**config.mk**
```make
export PLATFORM = sky130hd
export DESIGN_NAME = uart_rx_flat
export DESIGN_NICKNAME = d
export VERILOG_FILES = /design/src/rtl/uart_rx_if.sv /design/src/rtl/uart_rx.sv /design/src/flat_wrapper.sv
export SDC_FILE = /design/constraint.sdc
export NUM_CORES = 1
export LEC_CHECK = 0
export CORE_ASPECT_RATIO = 1.75
export CORE_MARGIN = 4
export CORE_UTILIZATION = 59
export DETAILED_ROUTE_END_ITERATION = 8
export GPL_TIMING_DRIVEN = 0
export PLACE_DENSITY_LB_ADDON = 0.05
export SLEW_MARGIN = 30
export SYNTH_ARGS = -nofsm -noshare
export SYNTH_HDL_FRONTEND = slang
export SYNTH_SLANG_ARGS = --single-unit
```
**constraint.sdc**
```tcl
create_clock -name CLK -period 2.2 [get_ports CLK]
set_input_delay 0.66 -clock CLK [delete_from_list [all_inputs] [get_ports CLK]]
set_output_delay 0.66 -clock CLK [all_outputs]
set_load 0.01 [all_outputs]
```
**src/rtl/uart_rx_if.sv**
```systemverilog
// Signal bundle between a UART receiver and its host: serial line, frame
// configuration, and the received word with its status pulses.
interface uart_rx_if #(
   parameter int Data_Width = 8
);
   logic                  RX_IN;
   logic                  PAR_EN;
   logic                  PAR_TYP;
   logic [Data_Width-1:0] P_DATA;
   logic                  Data_Valid;
   logic                  Par_Err;
   logic                  Stp_Err;

   modport master (
      output RX_IN, PAR_EN, PAR_TYP,
      input  P_DATA, Data_Valid, Par_Err, Stp_Err
   );

   modport slave (
      input  RX_IN, PAR_EN, PAR_TYP,
      output P_DATA, Data_Valid, Par_Err, Stp_Err
   );
endinterface

```
**src/rtl/uart_rx.sv**
```systemverilog
// Oversampling UART receiver: 2-of-3 majority per bit, optional even/odd parity,
// registered one-cycle status pulses and early stop-bit exit for back-to-back frames.
module uart_rx #(
   parameter int Data_Width = 8,
   parameter int OVERSAMPLE = 8
) (
   input logic      CLK,
   input logic      RST,
   uart_rx_if.slave bus
);

   localparam int EW = (OVERSAMPLE > 1) ? $clog2(OVERSAMPLE) : 1;
   localparam int BW = (Data_Width > 1) ? $clog2(Data_Width) : 1;

   localparam logic [EW-1:0] E_S0   = EW'(OVERSAMPLE / 2 - 1);
   localparam logic [EW-1:0] E_S1   = EW'(OVERSAMPLE / 2);
   localparam logic [EW-1:0] E_DEC  = EW'(OVERSAMPLE / 2 + 1);
   localparam logic [EW-1:0] E_LAST = EW'(OVERSAMPLE - 1);
   localparam logic [BW-1:0] B_LAST = BW'(Data_Width - 1);

   typedef enum logic [2:0] {
      IDLE,
      START,
      DATA,
      PARITY,
      STOP
   } state_t;

   state_t                state, state_n;
   logic [EW-1:0]         edge_cnt, edge_n;
   logic [BW-1:0]         bit_cnt, bit_n;
   logic [1:0]            samp, samp_n;
   logic                  start_hi, start_hi_n;
   logic [Data_Width-1:0] shift, shift_n;
   logic                  par_en_l, par_en_n;
   logic                  par_typ_l, par_typ_n;
   logic                  par_err_l, par_err_n;
   logic [Data_Width-1:0] pdata_n;
   logic                  dv_n, pe_n, se_n;

   logic rx;
   logic maj;
   logic decide;
   logic last_edge;
   logic start_val;

   assign rx        = bus.RX_IN;
   assign decide    = (edge_cnt == E_DEC);
   assign last_edge = (edge_cnt == E_LAST);
   // third sample is the live input at the decision edge, not a stored one
   assign maj       = (samp[0] & samp[1]) | (samp[0] & rx) | (samp[1] & rx);
   // with OVERSAMPLE=4 the decision and last edge coincide
   assign start_val = decide ? maj : start_hi;

   always_ff @(posedge CLK) begin
      if (RST) begin
         state          <= IDLE;
         edge_cnt       <= '0;
         bit_cnt        <= '0;
         samp           <= '0;
         start_hi       <= 1'b0;
         shift          <= '0;
         par_en_l       <= 1'b0;
         par_typ_l      <= 1'b0;
         par_err_l      <= 1'b0;
         bus.P_DATA     <= '0;
         bus.Data_Valid <= 1'b0;
         bus.Par_Err    <= 1'b0;
         bus.Stp_Err    <= 1'b0;
      end else begin
         state          <= state_n;
         edge_cnt       <= edge_n;
         bit_cnt        <= bit_n;
         samp           <= samp_n;
         start_hi       <= start_hi_n;
         shift          <= shift_n;
         par_en_l       <= par_en_n;
         par_typ_l      <= par_typ_n;
         par_err_l      <= par_err_n;
         bus.P_DATA     <= pdata_n;
         bus.Data_Valid <= dv_n;
         bus.Par_Err    <= pe_n;
         bus.Stp_Err    <= se_n;
      end
   end

   always_comb begin
      state_n    = state;
      edge_n     = edge_cnt;
      bit_n      = bit_cnt;
      samp_n     = samp;
      start_hi_n = start_hi;
      shift_n    = shift;
      par_en_n   = par_en_l;
      par_typ_n  = par_typ_l;
      par_err_n  = par_err_l;
      pdata_n    = bus.P_DATA;
      dv_n       = 1'b0;
      pe_n       = 1'b0;
      se_n       = 1'b0;

      if (state != IDLE) begin
         edge_n = last_edge ? '0 : edge_cnt + 1'b1;
         if (edge_cnt == E_S0) samp_n[0] = rx;
         if (edge_cnt == E_S1) samp_n[1] = rx;
      end

      case (state)
         IDLE: begin
            edge_n = '0;
            bit_n  = '0;
            if (!rx) begin
               state_n   = START;
               edge_n    = EW'(1);
               par_en_n  = bus.PAR_EN;
               par_typ_n = bus.PAR_TYP;
               par_err_n = 1'b0;
            end
         end

         START: begin
            if (decide) start_hi_n = maj;
            if (last_edge) begin
               state_n = start_val ? IDLE : DATA;
               bit_n   = '0;
            end
         end

         DATA: begin
            if (decide) begin
               shift_n                 = shift >> 1;
               shift_n[Data_Width-1]   = maj;
            end
            if (last_edge) begin
               if (bit_cnt == B_LAST) begin
                  state_n = par_en_l ? PARITY : STOP;
                  bit_n   = '0;
               end else begin
                  bit_n = bit_cnt + 1'b1;
               end
            end
         end

         PARITY: begin
            if (decide) par_err_n = (maj != ((^shift) ^ par_typ_l));
            if (last_edge) state_n = STOP;
         end

         STOP: begin
            // leave at the decision edge so a following start bit is not missed
            if (decide) begin
               state_n = IDLE;
               edge_n  = '0;
               dv_n    = !par_err_l && maj;
               pe_n    = par_err_l;
               se_n    = !maj;
               if (!par_err_l && maj) pdata_n = shift;
            end
         end

         default: begin
            state_n = IDLE;
            edge_n  = '0;
         end
      endcase
   end

endmodule

```
**src/flat_wrapper.sv**
```systemverilog
// flat-port wrapper written by rule: the top's interface ports become plain ports
module uart_rx_flat 
#(
   parameter int Data_Width = 8,
   parameter int OVERSAMPLE = 8
)
  (CLK, RST, bus_RX_IN, bus_PAR_EN, bus_PAR_TYP, bus_P_DATA, bus_Data_Valid, bus_Par_Err, bus_Stp_Err);
  uart_rx_if #(.Data_Width(Data_Width)) bus_i ();
  input logic CLK;
  input logic RST;
  input wire logic [$bits(bus_i.RX_IN)-1:0] bus_RX_IN;
  input wire logic [$bits(bus_i.PAR_EN)-1:0] bus_PAR_EN;
  input wire logic [$bits(bus_i.PAR_TYP)-1:0] bus_PAR_TYP;
  output wire logic [$bits(bus_i.P_DATA)-1:0] bus_P_DATA;
  output wire logic [$bits(bus_i.Data_Valid)-1:0] bus_Data_Valid;
  output wire logic [$bits(bus_i.Par_Err)-1:0] bus_Par_Err;
  output wire logic [$bits(bus_i.Stp_Err)-1:0] bus_Stp_Err;
  assign bus_i.RX_IN = bus_RX_IN;
  assign bus_i.PAR_EN = bus_PAR_EN;
  assign bus_i.PAR_TYP = bus_PAR_TYP;
  assign bus_P_DATA = bus_i.P_DATA;
  assign bus_Data_Valid = bus_i.Data_Valid;
  assign bus_Par_Err = bus_i.Par_Err;
  assign bus_Stp_Err = bus_i.Stp_Err;
  uart_rx #(.Data_Width(Data_Width), .OVERSAMPLE(OVERSAMPLE)) u_core (.CLK(CLK), .RST(RST), .bus(bus_i));
endmodule
```
==> results.env, run 1 <==
RUN_STATUS='complete, no violations'
PLACE_INST=210
POWERDENSITY_mW_PER_MM2=661
H-TREE-DEPTH=2
POSTROUTEWIRELENGTH_MICRONS=3300
FINAL_COUNT_OF_NEGATIVE_SETUP_SLACK_ENDPOINTS=0
DIE_W_MICRONS=47.4
SYNTH_ENABLE_FLOP_CELLS=0
YS_DOMINANT_REG_CELL='dfxtp_1'
CTS.CLK_SLEW.WORST_PATHS_NS=0.07
SWSHARE_PCT=21.9
GPL.FINAL_WEIGHTED_CONGESTION=0.883
YS.WARNINGS.COUNT=0
DIE-HEIGHT_MICRONS=77.0
CTS_TREE='built'
DR_WL_MET3_MICRONS=105
HOLDCRITSTARTPOINT='u_core.start_hi'
ROUTEDWLPERCELL_MICRONS=15.1
TIMING_HOLD_VIOLATIONS_FINAL=0
GRT_FIRST_PASS_WIRELENGTH_MICRONS=5570
LAYOUT_WORST_PATH_CYCLE_SHARE_PCT=94.4
START_KIND='primary input'
SYNTH.CELL_AREA_SQ_MM=0.00160
MAXIMUM_IR_DROP_ON_THE_VDD_RAIL_V=0.000582
SYNTHESIS.AREA_PER_INSTANCE_SQ_UM=9.49
POSTCTSSETUPBUFFERS=0
MAX_FREQ_MHz=481
PWR-SHARE-SEQ_PCT=50.3
ROUTE.DETAILED.DRC=0
FIN_TOTAL_PWR_W=0.00125
IO_PINS=16
FLOW.AREA_GROWTH_FROM_SYNTHESIS_PCT=18.3
FF2FF_SETUP_SLACK_NS=0.41
CLOCK_LATENCY_NS=0.28
CTS_ROOT_BUF='clkbuf_8'
DETAILED_PLACE_HPWL_MICRONS=2390
MAXCAPVIOLATIONS=0
R2R-START='u_core.edge_cnt[0]'
WORST_SLEW_PIN_SLEW_NS=0.483
FIN_TNS_SETUP_NS=0
GRT_MAX_DEGREE=11
CRITPATHREQUIREDTIME_NS=2.35
POSTSYNTHREGISTERBITS=34
GRT_USE_TOTAL_PCT=21.0
RSZ_0062_RAISED_AFTER_GLOBAL_ROUTING='false'
NUM-FILL-CELLS=209
NUMCLOCKSINKS=34
ANT_NETS=0
YOSYS.CELL_TYPES.COUNT=39
FIRST_GLOBAL_VIAS=1260
VIAS=1231
PERIOD_NEEDED_NS=2.08
DRIVE_ABOVE_1_SHARE_PCT=12.0
SLEW_HEADROOM_PCT=67.8
SEQ_AREA_FRAC_SYNTH_PCT=42.4
MET2_LENGTH_MICRONS=1740
POSTSYNTHNETCOUNT=181
CORE_AREA_SQ_MM=0.00255
SYNTH.AREA.TOP_CELLS='dfxtp_1, mux2i_1, nor2_1'
SYNTHCELLS=169
SYNTH_LARGEST_TYPE_AREA_FRACTION_PCT=42.4
CLOCK_TREE.BUFFER_DEPTH=2
ANTENNA-DIODE-COUNT=0
DIE_AREA_SQ_MM=0.00365
NETS=203
CTS_BUFFERS=5
POST_DRT_VIA_CELL_RATIO=5.65
POST_CTS_HOLD_BUFFER_COUNT=0
STATIC-LEAKAGE-POWER_nW=0.854
START_UTIL_PCT=62.8
FIN_CELLS=218
ASYNC_SR_FLOP_FRACTION_PCT=0
CRIT_FANOUT=9
ANTENNA_FOUND_INITIAL=0
PORT_BUFFERS=15
WORSTREGTOREGCELLS=6
HOLDPATHSTAGES=2
WORSTPATHARRIVAL_NS=2.23
TIMING.FINAL.MAX_SLEW_VIOLATIONS=0
COMBPWRFRAC_PCT=7.9
CLOCK-SKEW-FINAL_NS=0.00600
WL_MET1_MICRONS=1370
LARGEST_AREA_CONTRIBUTOR_IN_THE_NETLIST='dfxtp_1'
NET-SWITCHING-POWER_W=0.000275
GRT_OVERFLOW_TOTAL=0
CTS.REPAIR.RESIZED=0
CRITICALPATHCATEGORY='primary input to flop'
HOLDCRITPATHCLASS='flop to flop'
WORST_R2R_ENDPOINT='u_core.bit_cnt[0]'
CRITICAL_PATH.ENDPOINT_TYPE='flop'
HOLD_END='u_core.start_hi'
POWER_REPORT.INTERNAL_TOTAL_W=0.000980
POWER.CLOCK.FRACTION_PCT=41.9
ROW_COUNT=24
FIRST_PASS_DETAILED_ROUTE_ITERATION_TOTAL=4
DRT-INITIAL-DRC-COUNT=27
TOP_METAL_USED='met4'
cells by family (layout without fill, tap and decap cells):
logic type      count (synthesis)  count (layout)  synth area share (%)
flops                          34              34                  42.4
compound gates                 18              18                  7.72
xor+xnor                        8               8                  5.23
fa+ha+maj                       8               8                  6.16
buf+inv                        15              38                  4.13
simple gates                   63              63                  20.0
mux                            23              23                  14.4
registers in the layout, summed over array words and instances (netlist names):
name	cells
u_core.bit_cnt	3
u_core.bus.P_DATA	8
u_core.par_err_l	1
u_core.shift	8
u_core.bus.Data_Valid	1
u_core.par_typ_l	1
u_core.bus.Stp_Err	1
u_core.par_en_l	1
u_core.start_hi	1
u_core.bus.Par_Err	1
u_core.samp	2
u_core.edge_cnt	3
u_core.state	3
metrics by stage:
step | setup WS, ns | hold slack [ns] | cell area, sq um | util [%]
6_report | 0.123 | 0.467 | 1900 | 74.3
4_1_cts | 0.119 | 0.468 | 1900 | 74.3
3_3_place_gp | -0.113 | 0.447 | 1790 | 70.0
2_1_floorplan | 0.572 | 0.436 | 1600 | -
3_5_place_dp | -0.135 | 0.458 | 1790 | 70.0
5_1_grt | 0.0530 | 0.477 | 1900 | 74.3
routing by layer:
metal | up-vias | track usage (%)
li1 | 618 | -
met1 | 580 | 23.3
met2 | 25 | 35.2
met3 | 8 | 4.45
met4 | 0 | 9.97
met5 | - | 0
cells in the mapped netlist (2+ instances only):
library cell	count
a211oi_2	2
dfxtp_1	34
a21oi_1	7
nor2b_1	3
ha_1	7
buf_2	5
nand2_1	5
nand2b_1	3
clkbuf_1	4
nand4_1	3
xnor2_1	6
nand3_1	5
o21ai_0	2
nor3_1	2
nor2_1	29
mux2i_1	23
inv_1	5
nor3_2	2
or3_1	2
layout make-up:
class / count / area [sq um] / share of cell area, %
clock buffers: 8 / 110 / 5.80
plain buffers: 10 / 47.5 / 2.51
well taps: 26 / 32.5 / 1.72
repair buffers: 15 / 150 / 7.92
multi-input cells: 120 / 857 / 45.2
flip-flops and latches: 34 / 681 / 35.9
inverters: 5 / 18.8 / 0.989
critical path, stage by stage:
cell             delay [ns]
clkdlybuf4s50_1        0.53
maj3_2                 0.42
nand4_1                0.11
buf_4                  0.21
mux2i_1                0.24
nor2_1                 0.06
layout by cell type (no fill, tap or decap), types with 4 or more instances in the layout:
| cell type | n |
|---|---|
| a21oi_1 | 7 |
| buf_2 | 5 |
| clkbuf_1 | 4 |
| clkbuf_8 | 8 |
| clkdlybuf4s50_1 | 15 |
| dfxtp_1 | 34 |
| ha_1 | 7 |
| inv_1 | 5 |
| mux2i_1 | 23 |
| nand2_1 | 5 |
| nand3_1 | 5 |
| nor2_1 | 29 |
| xnor2_1 | 6 |
power by group through the flow:
stage	sequential (W)	clock (W)	combinational [W]
floorplan	0.000642	0	0.0000714
global placement	0.000644	0	0.0000928
detailed placement	0.000645	0	0.0000967
CTS	0.000631	0.000536	0.0000982
global route	0.000630	0.000568	0.000110
finish	0.000631	0.000525	0.0000987
worst max-delay path by stage:
stage                    from              endpoint  slack [ns]  depth (start not counted)
CTS                 bus_RX_IN  u_core.bus.P_DATA[6]        0.12                          6
detailed placement  bus_RX_IN  u_core.bus.P_DATA[1]       -0.14                          6
floorplan           bus_RX_IN       u_core.state[2]        0.57                          4
global route        bus_RX_IN  u_core.bus.P_DATA[6]        0.05                          6
finish              bus_RX_IN  u_core.bus.P_DATA[6]        0.12                          6
global placement    bus_RX_IN  u_core.bus.P_DATA[6]       -0.11                          6
Power figures use the tool's default switching activity.
==> run 2: changes to the inputs <==
- CORE_UTILIZATION: 59 -> 60
- CTS_BUF_LIST: not set -> sky130_fd_sc_hd__clkbuf_4
- GPL_ROUTABILITY_DRIVEN: not set -> 0
==> results.env, run 2 (synthesized netlist as in run 1, its figures left out) <==
H-TREE-DEPTH=2
WORSTPATHARRIVAL_NS=2.20
ANTENNA-DIODE-COUNT=0
MAXIMUM_IR_DROP_ON_THE_VDD_RAIL_V=0.000462
CORE_AREA_SQ_MM=0.00252
GRT_MAX_DEGREE=11
LAYOUT_WORST_PATH_CYCLE_SHARE_PCT=90.6
DRIVE_ABOVE_1_SHARE_PCT=11.5
DRT-INITIAL-DRC-COUNT=21
FIN_TOTAL_PWR_W=0.00105
VIAS=1221
HOLDPATHSTAGES=2
GRT_USE_TOTAL_PCT=20.2
GRT_FIRST_PASS_WIRELENGTH_MICRONS=5350
POST_DRT_VIA_CELL_RATIO=5.63
ROW_COUNT=24
DETAILED_PLACE_HPWL_MICRONS=2350
RUN_STATUS='complete, no violations'
CRITICALPATHCATEGORY='primary input to flop'
CRITPATHREQUIREDTIME_NS=2.40
FINAL_COUNT_OF_NEGATIVE_SETUP_SLACK_ENDPOINTS=0
FLOW.AREA_GROWTH_FROM_SYNTHESIS_PCT=14.7
CLOCK_LATENCY_NS=0.33
POWER.CLOCK.FRACTION_PCT=30.9
POST_CTS_HOLD_BUFFER_COUNT=0
PATH_CELLS='clkdlybuf4s50_1, maj3_2, nand4_1, buf_4, mux2i_1, nor2_1'
POSTCTSSETUPBUFFERS=0
FIN_TNS_SETUP_NS=0
DETAILED_PLACE.AREA_SQ_MM=0.00179
NET-SWITCHING-POWER_W=0.000244
WORSTREGTOREGCELLS=6
CTS_BUFFERS=5
CLOCK-SKEW-FINAL_NS=0.00720
START_UTIL_PCT=63.6
NUMCLOCKSINKS=34
WORST_SLEW_PIN_SLEW_NS=0.502
CTS.REPAIR.RESIZED=0
GRT_OVERFLOW_TOTAL=0
CRIT_FANOUT=9
CRITICAL-PATH-TOP-DELAY-FAMILY='buffers and inverters'
DIE_W_MICRONS=47.1
HOLDCRITSTARTPOINT='u_core.start_hi'
CLOCK_TREE.BUFFER_DEPTH=2
COMBPWRFRAC_PCT=9.2
RSZ_0062_RAISED_AFTER_GLOBAL_ROUTING='false'
MAX_STAGE_DELAY_NS=0.53
POST-ROUTE-CELL-AREA_SQ_MM=0.00184
FF2FF_SETUP_SLACK_NS=0.44
TIMING_HOLD_VIOLATIONS_FINAL=0
PERIOD_NEEDED_NS=1.99
CRITICAL-PATH-SLOWEST-CELL='clkdlybuf4s50_1'
MAXCAPVIOLATIONS=0
DIE_AREA_SQ_MM=0.00360
FIRST_GLOBAL_VIAS=1235
LARGEST_REGISTERS='u_core.bus.P_DATA: 8 flops, u_core.shift: 8 flops'
PORT_BUFFERS=15
CRITICAL_PATH.ENDPOINT_TYPE='flop'
TIMING.FINAL.MAX_SLEW_VIOLATIONS=0
SLEW_HEADROOM_PCT=66.6
DIE-HEIGHT_MICRONS=76.4
START_KIND='primary input'
POWERDENSITY_mW_PER_MM2=572
POSTROUTEWIRELENGTH_MICRONS=3070
LAYOUT_COMMONEST_CELL='dfxtp_1'
SWSHARE_PCT=23.2
STATIC-LEAKAGE-POWER_nW=0.829
NETS=203
ROUTEDWLPERCELL_MICRONS=14.1
IO_PINS=16
ANTENNA_FOUND_INITIAL=0
R2R-START='u_core.edge_cnt[0]'
LAYOUT.CELLS.MOST_COMMON_LIST='dfxtp_1, nor2_1, mux2i_1'
FIRST_PASS_DETAILED_ROUTE_ITERATION_TOTAL=4
ANT_NETS=0
MAX_FREQ_MHz=502
WORST_R2R_ENDPOINT='u_core.bit_cnt[0]'
HOLDCRITPATHCLASS='flop to flop'
NUM-FILL-CELLS=213
POWER_REPORT.INTERNAL_TOTAL_W=0.000809
ROUTE.DETAILED.DRC=0
HOLD_END='u_core.start_hi'
WORST-PATH-BUF-INV=2
CTS_ROOT_BUF='clkbuf_4'
CTS_TREE='built'
PWR-SHARE-SEQ_PCT=59.8
CTS.CLK_SLEW.WORST_PATHS_NS=0.09
-- run 2: worst max path at each step --
stage	start	endpoint	slack (ns)	cells after the start
floorplan	bus_RX_IN	u_core.state[2]	0.57	4
global placement	bus_RX_IN	u_core.bus.P_DATA[7]	-0.11	6
detailed placement	bus_RX_IN	u_core.bus.P_DATA[5]	-0.13	6
CTS	bus_RX_IN	u_core.bus.P_DATA[5]	0.22	6
global route	bus_RX_IN	u_core.state[2]	0.13	5
finish	bus_RX_IN	u_core.bus.P_DATA[5]	0.21	6
-- run 2: final cells by class --
class	instances	area [sq um]	share of cell area, %
sequential	34	681	37.0
buffer	10	47.5	2.59
clock buffer	7	52.6	2.86
tap	26	32.5	1.77
timing repair buffer	15	150	8.16
inverter	5	18.8	1.02
multi-input combinational	120	857	46.6
-- run 2: routing by layer --
layer	vias up	GRT usage [%]	wire length (microns)
met2	17	33.4	1670
met3	8	5.44	81
met4	0	9.97	70
met1	582	22.1	1250
met5	-	0	0
li1	614	-	-
-- run 2: tightest hold or removal path: stages, from the launching register on --
cell	delay, ns
dfxtp_1	0.32
nand2_1	0.05
a21oi_1	0.05
-- run 2: power groups by stage --
stage / sequential, W / combinational, W / clock, W
after floorplan: 0.000642 / 0.0000714 / 0
after detailed placement: 0.000644 / 0.0000968 / 0
after global placement: 0.000644 / 0.0000932 / 0
after CTS: 0.000630 / 0.0000975 / 0.000342
final: 0.000630 / 0.0000973 / 0.000326
after global routing: 0.000631 / 0.000108 / 0.000378
-- run 2: per-stage QoR --
stage               instances  hold WS (ns)  util, %  worst slack [ns]
global route              217         0.498     72.9             0.127
floorplan                 169         0.436        -             0.572
global placement          210         0.446     70.8            -0.109
finish                    217         0.469     72.9             0.207
detailed placement        210         0.461     70.8            -0.128
CTS                       217         0.474     72.9             0.218
==> run 3: changes to the inputs <==
- RECOVER_POWER: not set -> 25
==> results.env, run 3 (synthesized netlist as in run 1, its figures left out) <==
AREA_OF_THE_MULTI_INPUT_GATES_SQ_UM=847
DIE-HEIGHT_MICRONS=76.4
WORST_SLEW_PIN_SLEW_NS=0.506
TIMING_HOLD_VIOLATIONS_FINAL=0
SLEW_HEADROOM_PCT=66.0
GRT_FIRST_PASS_WIRELENGTH_MICRONS=5350
HOLD_END='u_core.start_hi'
IO_PINS=16
CLOCK_TREE.BUFFER_DEPTH=2
DIE_W_MICRONS=47.1
CLOCK_LATENCY_NS=0.33
ROUTEDWLPERCELL_MICRONS=14.2
MAXIMUM_IR_DROP_ON_THE_VDD_RAIL_V=0.000462
CRITICAL-PATH-SLOWEST-CELL='clkdlybuf4s50_1'
CTS.REPAIR.RESIZED=0
FIN_TOTAL_PWR_W=0.00105
MAXCAPVIOLATIONS=0
PORT_BUFFERS=15
FINAL_COUNT_OF_NEGATIVE_SETUP_SLACK_ENDPOINTS=0
CRITICAL_PATH.ENDPOINT_TYPE='flop'
LAYOUT_COMMONEST_CELL='dfxtp_1'
ANTENNA-DIODE-COUNT=0
START_UTIL_PCT=63.6
MAX_FREQ_MHz=507
NUM-FILL-CELLS=215
HOLDPATHSTAGES=2
WORST-PATH-BUF-INV=2
POST_DRT_VIA_CELL_RATIO=5.66
LARGEST_REGISTERS='u_core.bus.P_DATA: 8 flops, u_core.shift: 8 flops'
LAYOUT.CELLS.MOST_COMMON_LIST='dfxtp_1, nor2_1, mux2i_1'
TIMING.FINAL.MAX_SLEW_VIOLATIONS=0
FIRST_GLOBAL_VIAS=1235
GRT_MAX_DEGREE=11
RUN_STATUS='complete, no violations'
ROW_COUNT=24
CTS_BUFFERS=5
MAX_STAGE_DELAY_NS=0.52
GRT_OVERFLOW_TOTAL=0
WORSTPATHARRIVAL_NS=2.17
POST_CTS_HOLD_BUFFER_COUNT=0
POSTCTSSETUPBUFFERS=0
CRIT_FANOUT=9
ROUTE.DETAILED.DRC=0
H-TREE-DEPTH=2
ANT_NETS=0
HOLDCRITSTARTPOINT='u_core.start_hi'
START_KIND='primary input'
SEQ_AREA_SQ_UM=681
POWERDENSITY_mW_PER_MM2=574
DIE_AREA_SQ_MM=0.00360
CRITICAL-PATH-TOP-DELAY-FAMILY='buffers and inverters'
FF2FF_SETUP_SLACK_NS=0.43
NUMCLOCKSINKS=34
CRITICALPATHCATEGORY='primary input to flop'
R2R-START='u_core.edge_cnt[1]'
RSZ_0062_RAISED_AFTER_GLOBAL_ROUTING='false'
CORE_AREA_SQ_MM=0.00252
POSTROUTEWIRELENGTH_MICRONS=3080
STATIC-LEAKAGE-POWER_nW=0.822
CTS.CLK_SLEW.WORST_PATHS_NS=0.09
CRITPATHREQUIREDTIME_NS=2.40
WORSTREGTOREGCELLS=7
DRT-INITIAL-DRC-COUNT=18
LAYOUT_WORST_PATH_CYCLE_SHARE_PCT=89.7
FIN_TNS_SETUP_NS=0
GRT_USE_TOTAL_PCT=20.2
CTS_TREE='built'
PERIOD_NEEDED_NS=1.97
VIAS=1228
FIRST_PASS_DETAILED_ROUTE_ITERATION_TOTAL=4
PATH_CELLS='clkdlybuf4s50_1, maj3_2, nand4_1, buf_4, mux2i_1, nor2_1'
CTS_ROOT_BUF='clkbuf_4'
DRIVE_ABOVE_1_SHARE_PCT=9.95
WORST_R2R_ENDPOINT='u_core.shift[2]'
CLOCK-SKEW-FINAL_NS=0.00741
ANTENNA_FOUND_INITIAL=0
FLOW.AREA_GROWTH_FROM_SYNTHESIS_PCT=14.0
NETS=203
HOLDCRITPATHCLASS='flop to flop'
DETAILED_PLACE_HPWL_MICRONS=2350
run 3: changes by cell type in the layout (fill, tap and decap cells not counted), sizes merged:
cell / before / now
clkdlybuf4s50: 15 / 14
clkbuf: 11 / 12
buf: 6 / 5
dlygate4sd3: 0 / 1
run 3: per-stage QoR:
step           utilization [%]  hold slack, ns  setup slack (ns)  cells  cell area, sq um
2_1_floorplan                -           0.436             0.572    169              1600
3_5_place_dp              70.8           0.461            -0.128    210              1790
6_report                  72.5           0.469             0.228    217              1830
4_1_cts                   72.9           0.474             0.218    217              1840
5_1_grt                   72.5           0.498             0.143    217              1830
3_3_place_gp              70.8           0.446            -0.109    210              1790
run 3: how the worst max path moves through the flow:
| stage | from | end | slack (ns) | cells after the start |
|---|---|---|---|---|
| 4_1_cts | bus_RX_IN | u_core.bus.P_DATA[5] | 0.22 | 6 |
| 5_1_grt | bus_RX_IN | u_core.state[2] | 0.14 | 5 |
| 3_3_place_gp | bus_RX_IN | u_core.bus.P_DATA[7] | -0.11 | 6 |
| 2_1_floorplan | bus_RX_IN | u_core.state[2] | 0.57 | 4 |
| 3_5_place_dp | bus_RX_IN | u_core.bus.P_DATA[5] | -0.13 | 6 |
| 6_report | bus_RX_IN | u_core.bus.P_DATA[5] | 0.23 | 6 |
run 3: final cells by class:
type	count	area share (%)
plain buffers	10	2.53
clock buffers	7	2.87
inverters	5	1.03
multi-input cells	120	46.3
flip-flops and latches	34	37.2
well taps	26	1.78
repair buffers	15	8.21
run 3: where the power goes:
group	total [W]	internal (W)	switching, W	leakage [nW]
clock network	0.000325	0.000145	0.000180	0.0322
registers	0.000630	0.000622	0.00000759	0.275
logic	0.0000947	0.0000399	0.0000548	0.515
run 3: metal layers:
layer	vias to the layer above	routed length [microns]	global-route usage, %
met5	-	0	0
met4	0	70	9.97
met3	8	84	5.44
met2	19	1680	33.4
met1	586	1250	22.1
li1	615	-	-
run 3: worst register-to-register path: stages, from the launching register on:
cell	delay (ns)
dfxtp_1	0.33
inv_1	0.10
ha_1	0.17
and2_1	0.12
clkbuf_1	0.29
nand3_2	0.33
mux2i_1	0.24
nor2_1	0.06
